[config.mk]
export PLATFORM = sky130hd
export DESIGN_NAME = core_rx
export DESIGN_NICKNAME = d
export VERILOG_FILES = /design/src/rtl/core_pkg.sv /design/src/rtl/core_rx_sync.sv /design/src/rtl/core_rx.sv
export SDC_FILE = /design/constraint.sdc
export NUM_CORES = 1
export LEC_CHECK = 0
export ABC_CLOCK_PERIOD_IN_PS = 1590
export CAP_MARGIN = 20
export CORE_MARGIN = 2
export CORE_UTILIZATION = 53
export CTS_BUF_LIST = sky130_fd_sc_hd__clkbuf_2
export DETAILED_ROUTE_END_ITERATION = 8
export PLACE_DENSITY = 0.78
export SLEW_MARGIN = 20
export SYNTH_ARGS = -nofsm -noshare
export SYNTH_HDL_FRONTEND = slang
export SYNTH_SLANG_ARGS = --single-unit
[constraint.sdc]
create_clock -name hit -period 1.59 [get_ports hit]
set_input_delay 0.318 -clock hit [delete_from_list [all_inputs] [get_ports hit]]
set_output_delay 0.318 -clock hit [all_outputs]
set_load 0.05 [all_outputs]
[src/rtl/core_pkg.sv]
// Shared definitions for the lab serial link: field widths, receiver/transmitter
// state encoding and the odd-parity helper used by both ends.
package core_pkg;

  localparam int NOM_W     = 4;
  localparam int BIT_W     = 2;
  localparam int LE_W      = 4;
  localparam int PAYLOAD_W = NOM_W + BIT_W + LE_W;

  typedef enum logic [2:0] {
    IDLE,
    START,
    DATA,
    PARITY,
    STOP,
    WAIT_HI
  } state_t;

  // Bit that makes the total count of ones across payload plus parity odd.
  function automatic logic oddParity(input logic [PAYLOAD_W-1:0] payload);
    return ~(^payload);
  endfunction

endpackage

[src/rtl/core_rx_sync.sv]
// Two-flop synchronizer for the serial line plus a falling-edge detector that only
// arms once the synchronized line has genuinely been seen high after reset.
module core_rx_sync (
  input  logic hit,
  input  logic clr,
  input  logic rx_i,
  output logic rxS_o,
  output logic fallEdge_o
);

  logic       meta_q;
  logic       rxS_q;
  logic [1:0] fillPipe_q;
  logic       prevHigh_q;

  // The sync flops reset high, so a separate fill pipe tracks when rxS_q holds a
  // real sample; prevHigh_q only records a high that actually came from the line.
  always_ff @(posedge hit) begin
    if (!clr) begin
      meta_q     <= 1'b1;
      rxS_q      <= 1'b1;
      fillPipe_q <= 2'b00;
      prevHigh_q <= 1'b0;
    end else begin
      meta_q     <= rx_i;
      rxS_q      <= meta_q;
      fillPipe_q <= {fillPipe_q[0], 1'b1};
      prevHigh_q <= rxS_q & fillPipe_q[1];
    end
  end

  assign rxS_o      = rxS_q;
  assign fallEdge_o = prevHigh_q & ~rxS_q;

endmodule

[src/rtl/core_rx.sv]
// Serial frame receiver recovering NOM/BIT/LE from the single-wire link.
// Optional odd-parity checking is enabled by defining CORE_RX_PARITY_EN.
module core_rx
  import core_pkg::*;
#(
  parameter int BIT_CYCLES = 16
) (
  input  logic             hit,
  input  logic             clr,
  input  logic             RX,
  output logic [NOM_W-1:0] NOM,
  output logic [BIT_W-1:0] BIT,
  output logic [LE_W-1:0]  LE,
  output logic             VALID,
  output logic             ERR,
  output logic             BUSY
);

  localparam int CNT_W = $clog2(BIT_CYCLES);
  localparam logic [CNT_W-1:0] HALF_LAST = CNT_W'(BIT_CYCLES / 2 - 1);
  localparam logic [CNT_W-1:0] FULL_LAST = CNT_W'(BIT_CYCLES - 1);
  localparam logic [3:0]       LAST_BIT  = 4'(PAYLOAD_W - 1);

  logic rxS;
  logic fallEdge;

  core_rx_sync uSync (
    .hit        (hit),
    .clr        (clr),
    .rx_i       (RX),
    .rxS_o      (rxS),
    .fallEdge_o (fallEdge)
  );

  state_t               state_q;
  logic [CNT_W-1:0]     cycleCnt_q;
  logic [3:0]           bitCnt_q;
  logic [PAYLOAD_W-1:0] shift_q;
  logic [NOM_W-1:0]     nom_q;
  logic [BIT_W-1:0]     bit_q;
  logic [LE_W-1:0]      le_q;
  logic                 valid_q;
  logic                 err_q;
  logic                 parFault;

`ifdef CORE_RX_PARITY_EN
  logic parErr_q;
  assign parFault = parErr_q;
`else
  assign parFault = 1'b0;
`endif

  // Whole receive FSM lives here so fields and strobes come straight off flops.
  always_ff @(posedge hit) begin
    if (!clr) begin
      state_q    <= IDLE;
      cycleCnt_q <= '0;
      bitCnt_q   <= '0;
      shift_q    <= '0;
      nom_q      <= '0;
      bit_q      <= '0;
      le_q       <= '0;
      valid_q    <= 1'b0;
      err_q      <= 1'b0;
`ifdef CORE_RX_PARITY_EN
      parErr_q   <= 1'b0;
`endif
    end else begin
      valid_q <= 1'b0;
      err_q   <= 1'b0;
      case (state_q)
        IDLE: begin
          if (fallEdge) begin
            state_q    <= START;
            cycleCnt_q <= '0;
          end
        end
        START: begin
          if (cycleCnt_q == HALF_LAST) begin
            cycleCnt_q <= '0;
            bitCnt_q   <= '0;
            state_q    <= rxS ? IDLE : DATA;
          end else begin
            cycleCnt_q <= cycleCnt_q + 1'b1;
          end
        end
        DATA: begin
          if (cycleCnt_q == FULL_LAST) begin
            cycleCnt_q <= '0;
            shift_q    <= {rxS, shift_q[PAYLOAD_W-1:1]};
            if (bitCnt_q == LAST_BIT) begin
              bitCnt_q <= '0;
`ifdef CORE_RX_PARITY_EN
              state_q  <= PARITY;
`else
              state_q  <= STOP;
`endif
            end else begin
              bitCnt_q <= bitCnt_q + 1'b1;
            end
          end else begin
            cycleCnt_q <= cycleCnt_q + 1'b1;
          end
        end
`ifdef CORE_RX_PARITY_EN
        PARITY: begin
          if (cycleCnt_q == FULL_LAST) begin
            cycleCnt_q <= '0;
            parErr_q   <= (rxS != oddParity(shift_q));
            state_q    <= STOP;
          end else begin
            cycleCnt_q <= cycleCnt_q + 1'b1;
          end
        end
`endif
        STOP: begin
          if (cycleCnt_q == FULL_LAST) begin
            cycleCnt_q <= '0;
            if (rxS && !parFault) begin
              nom_q   <= shift_q[NOM_W-1:0];
              bit_q   <= shift_q[NOM_W+BIT_W-1:NOM_W];
              le_q    <= shift_q[PAYLOAD_W-1:NOM_W+BIT_W];
              valid_q <= 1'b1;
              state_q <= IDLE;
            end else begin
              err_q   <= 1'b1;
              state_q <= rxS ? IDLE : WAIT_HI;
            end
          end else begin
            cycleCnt_q <= cycleCnt_q + 1'b1;
          end
        end
        // A stop bit seen low means the line is broken or we lost sync; only a
        // return to idle-high can make the next falling edge trustworthy.
        WAIT_HI: begin
          if (rxS) begin
            state_q <= IDLE;
          end
        end
        default: begin
          state_q <= IDLE;
        end
      endcase
    end
  end

  assign NOM   = nom_q;
  assign BIT   = bit_q;
  assign LE    = le_q;
  assign VALID = valid_q;
  assign ERR   = err_q;
  assign BUSY  = (state_q != IDLE);

endmodule
# Yosys cells after proc, flatten, opt, wreduce, memory -nomap -nowiden
# Index checks and enable logic that the tools add are counted.
[word_totals]
register_bits = 38
inputBits = 3
elab_cells = 63
[op_classes]
add_sub_neg = 2
eq_ne = 13
mux = 20
bitwise_logic = 3
reduce_logical = 11
[op_table]
columns = ["operator", "n"]
rows = [
  ["2-to-1 mux 4 bit", 6],
  ["2-to-1 mux 3 bit", 7],
  ["one-hot mux 3 bit (5 select lines)", 1],
  ["one-hot mux 4 bit (3 select lines)", 1],
  ["inequality test 2 bit, second input constant", 5],
  ["AND reduction 3 bit", 3],
  ["adder 4 x 1 -> 4 bit, second input constant", 2],
  ["== test 4 bit, second input constant", 2],
  ["one-hot mux 4 bit (2 select lines)", 1],
  ["== test 3 bit, second input constant", 2],
  ["AND reduction 6 bit", 1],
  ["nonzero test 3 bit", 2],
  ["== test 4 x 3 -> 1 bit, second input constant", 1],
  ["AND reduction 2 bit", 2],
  ["== test 3 x 1 -> 1 bit, second input constant", 1],
  ["== test 3 x 2 -> 1 bit, second input constant", 1],
  ["logical NOT 3 bit", 1],
  ["2-to-1 mux 1 bit", 3],
  ["AND 1 bit", 2],
  ["2-to-1 mux 2 bit", 1],
  ["inequality test 2 x 1 -> 1 bit, second input constant", 1],
  ["nonzero test 2 bit", 1],
  ["OR reduction 2 bit", 1],
  ["NOT 1 bit", 1],
]

# Logic depth before layout (Yosys ltp)
# Gate-level depths: netlist (run 1).
[depth]
depth_word = 4
depth_mapped = 6
depth_no_buf = 5

# By module
# From an unflattened synthesis (run 1), not the netlist that was laid out.
[unflattened]
cells_unflattened = 170
hier_area_um2 = 1594.0
[modules_own_cells]
columns = ["module", "n_inst", "cells_per_inst", "area_each_um2"]
rows = [
  ["core_rx", 1, 160, 1461.4],
  ["core_rx_sync", 1, 10, 132.6],
]

# Worst setup path after synthesis (run 1)
# No wires, ideal clock.
[synth_timing]
kind = "register to register"
start = "register state_q[1]"
end = "register bitCnt_q[2]"
t_arrival_ns = 1.390
t_required_ns = 1.458
path_slack_ns = 0.068
path_stages_with_launch = 6
path_buffers = 1
path_cell_list = "dfxtp_1 buf_4 or3b_4 a211o_2 o21ai_1 a21oi_1"
[synth_between]
elab_chain_cells = 3
word_cells_on_any_way = 7
[synth_rtl]
columns = ["element", "line", "rtl"]
rows = [
  ["start, declared", "core_rx.sv:35", "state_t state_q;"],
  ["start signal, assigned", "core_rx.sv:82", "state_q <= rxS ? IDLE : DATA;"],
  ["start signal, assigned", "core_rx.sv:127", "state_q <= rxS ? IDLE : WAIT_HI;"],
  ["== test 3 x 2 -> 1 bit or == test 3 x 1 -> 1 bit (tied branches)", "core_rx.sv:71", "case (state_q)"],
  ["inequality test 2 bit (no line) or nonzero test 2 bit (tied branches)", "n/a", ""],
  ["AND reduction 3 bit (no line)", "n/a", ""],
  ["end signal, assigned", "core_rx.sv:99", "bitCnt_q <= bitCnt_q + 1'b1;"],
  ["end, declared", "core_rx.sv:37", "logic [3:0] bitCnt_q;"],
]
# Several ways; a longest one is shown, not always the timed one.
# A chain may end at the register's enable or synchronous reset.

# Worst setup path in the final report (run 1)
# Ends and elaborated chain as after synthesis.

==> impl_metrics.tcl, run 1 <==
set metrics [dict create \
    ctsRootBufferMaster "clkbuf_2" \
    hold_class "register to register" \
    vias 1396 \
    worstPathArrival_ns 2.07 \
    worst_pin_slew_ns 0.327 \
    ioPinCount 16 \
    startpoint_type "register" \
    path_clk_slew_ns 0.21 \
    layout_setup_ws_ns -0.139 \
    synth_cells 167 \
    finalClockSkew_ns 0.0297 \
    crit_type "register to register" \
    syn-cell-area_sq_mm 0.00167 \
    leakage_nw 0.970 \
    slew_viol_final 0 \
    syn_area_per_cell_sq_um 10.0 \
    ys_seq_area_frac 0.455 \
    drtIter0Drc 73 \
    areaGrowthSynthToFinish_pct 35.9 \
    required_ns 1.93 \
    wl_microns 4060 \
    synth.top_cells.by_area "dfxtp_1, mux2i_1, nor2_1, nand2_1, a211oi_4" \
    synthMostInstantiatedCell "dfxtp_1" \
    relSlewSlack 0.781 \
    die_y_microns 60.2 \
    grt_pass1_wl_microns 6180 \
    firstDrtPassIters 4 \
    fin_crit_ns 1.73 \
    finalHoldViolCount 0 \
    synth_cell_types 43 \
    dp_hpwl_microns 2280 \
    ctsHoldBuffers 0 \
    grt_pass1_vias 1302 \
    endpoint_kind "register" \
    fp.dieW_microns 60.2 \
    synth_edf_count 0 \
    cts_tree "done" \
    hold_ws_ns 0.430 \
    synth_fp_nets 173 \
    violations "setup timing" \
    cap_violations 0 \
    yosys_warnings 0 \
    cp_max_fo 4 \
    period_share 1.09 \
    synth_area_leader_cell "dfxtp_1" \
    viasPerCell 5.41 \
    start_util 0.552 \
    die_area_sq_mm 0.00362 \
    synthFlopType "dfxtp_1" \
    port_buffers 15 \
    ant_nets 0 \
    gr-usage-all-layers 0.237 \
    clk_latency_ns 0.39 \
    routabilityCongestion 0.852 \
    fmax_mhz 578 \
    cts_buffer_depth 2 \
    cts_made_buffers 5 \
    synthArstFlopShare 0 \
    place_area_sq_mm 0.00193 \
    yosys-top-cells-count "dfxtp_1, mux2i_1, nor2_1" \
    rsz0062_at_grt "yes" \
    fin_nets 219 \
    coreArea_sq_mm 0.00303 \
    power_density_mw_per_mm2 963 \
    grt_max_degree 26 \
    ys_ff_latch 38 \
    drive_gt1_frac 0.402 \
    status "finished with violations" \
    grt_antenna_before_repair 0 \
    n_antenna_cell 0 \
    finalInstanceArea_sq_mm 0.00227 \
    fp-row-count 20 \
    worst_ir_drop_vdd_mv 0.693 \
    clock_sinks 38 \
    drc_errors 0 \
    post_drt_wl_per_cell_microns 15.7 \
    setup-violations-final 10 \
    synth.top_cell.area_share 0.455 \
    overflow 0 \
    cts_max_level 2 \
]
==> worst max-delay path, cell delays in order, from the launching register on <==
cell and delay, ns:
dfxtp_2 0.38, buf_6 0.13, buf_6 0.11, or3b_4 0.39
a211oi_4 0.32, nand4_1 0.17, a21oi_2 0.17
==> final timing paths <==
check,startpoint,to,slack (ns),cells after the start
setup / recovery,state_q[1],bitCnt_q[2],-0.14,6
hold / removal,uSync.meta_q,uSync.rxS_o,0.43,1
setup reg to reg,state_q[1],bitCnt_q[2],-0.14,6
hold reg to reg,uSync.meta_q,uSync.rxS_o,0.43,1
==> metrics by stage <==
step	TNS, ns	cells	power, mW	setup WS (ns)	util
after global placement	0	235	1.37	0.0416	0.636
after floorplan	0	167	1.27	0.0681	-
after detailed placement	-0.0158	235	1.39	-0.0158	0.636
after global routing	-1.82	258	2.26	-0.213	0.750
after CTS	-0.528	251	2.05	-0.159	0.704
final	-0.785	258	2.19	-0.139	0.750
==> final cells by class <==
class	count	area, sq um
timing repair buffer	48	418
clock buffer	5	25.0
inverter	5	18.8
tap	44	55.1
sequential	38	773
multi-input combinational	115	942
fill	200	756
clock inverter	3	40.0
==> cell usage in the layout (no fill, tap or decap), drive strengths merged, types with 4 or more instances in the layout <==
| cell | synthesis | routed |
|---|---|---|
| nand2 | 12 | 12 |
| dfxtp | 38 | 38 |
| nand3 | 4 | 4 |
| buf | 6 | 46 |
| inv | 4 | 4 |
| o21ai | 4 | 4 |
| a21oi | 5 | 5 |
| clkbuf | 4 | 5 |
| nor2b | 4 | 4 |
| mux2i | 23 | 23 |
| nor2 | 24 | 25 |
==> where the power goes <==
group | leakage [nW] | total (mW) | internal (mW) | switching (mW)
Clock | 0.0427 | 0.588 | 0.261 | 0.327
Sequential | 0.311 | 1.01 | 0.983 | 0.0227
Combinational | 0.616 | 0.595 | 0.308 | 0.288
==> sequential cells by signal, indices dropped and copies added, names as in the netlist <==
name	cells
uSync.prevHigh_q	1
shift_q	10
state_q	3
cycleCnt_q	4
ERR	1
LE	4
bitCnt_q	4
uSync.meta_q	1
uSync.fillPipe_q	2
BIT	2
uSync.rxS_o	1
NOM	4
VALID	1
==> layer usage <==
layer / track usage / part of all wire / vias to the layer above
li1: - / - / 673
met1: 0.288 / 0.41 / 655
met2: 0.393 / 0.51 / 51
met3: 0.0628 / 0.049 / 17
met4: 0.0984 / 0.030 / 0
met5: 0 / 0 / -
==> timing repair <==
action	CTS	global route
pin swaps	18	15
gates resized for setup	23	20
endpoints found under the setup margin	10	30
buffers inserted	6	7
gates cloned	2	0
==> logic make-up (layout without fill, tap and decap cells) <==
group | Yosys count | count (layout) | share of synthesized area
buffers and inverters | 15 | 61 | 0.0471
flip-flops | 38 | 38 | 0.455
multiplexers | 24 | 24 | 0.144
XOR/XNOR | 1 | 1 | 0.00524
adder cells (fa/ha/maj) | 4 | 4 | 0.0292
AO/OA/AOI/OAI | 20 | 20 | 0.107
AND/OR/NAND/NOR | 65 | 66 | 0.212
Power figures use the tool's default switching activity.
==> run 2: changes to the inputs <==
--- a/config.mk
+++ b/config.mk
@@ -5,14 +5,13 @@
 export SDC_FILE = /design/constraint.sdc
 export NUM_CORES = 1
 export LEC_CHECK = 0
-export ABC_CLOCK_PERIOD_IN_PS = 1590
 export CAP_MARGIN = 20
 export CORE_MARGIN = 2
 export CORE_UTILIZATION = 53
 export CTS_BUF_LIST = sky130_fd_sc_hd__clkbuf_2
 export DETAILED_ROUTE_END_ITERATION = 8
 export PLACE_DENSITY = 0.78
-export SLEW_MARGIN = 20
+export SLEW_MARGIN = 10
 export SYNTH_ARGS = -nofsm -noshare
 export SYNTH_HDL_FRONTEND = slang
 export SYNTH_SLANG_ARGS = --single-unit
==> results of run 2 <==
The final DEF is identical to that of run 1; final timing and power are the same.
==> run 3: changes to the inputs <==
--- a/config.mk
+++ b/config.mk
@@ -9,6 +9,7 @@
 export CORE_MARGIN = 2
 export CORE_UTILIZATION = 53
 export CTS_BUF_LIST = sky130_fd_sc_hd__clkbuf_2
+export CTS_CLUSTER_DIAMETER = 30
 export DETAILED_ROUTE_END_ITERATION = 8
 export PLACE_DENSITY = 0.78
 export SLEW_MARGIN = 10
==> results of run 3 <==
The final DEF is identical to that of run 1; final timing and power are the same.
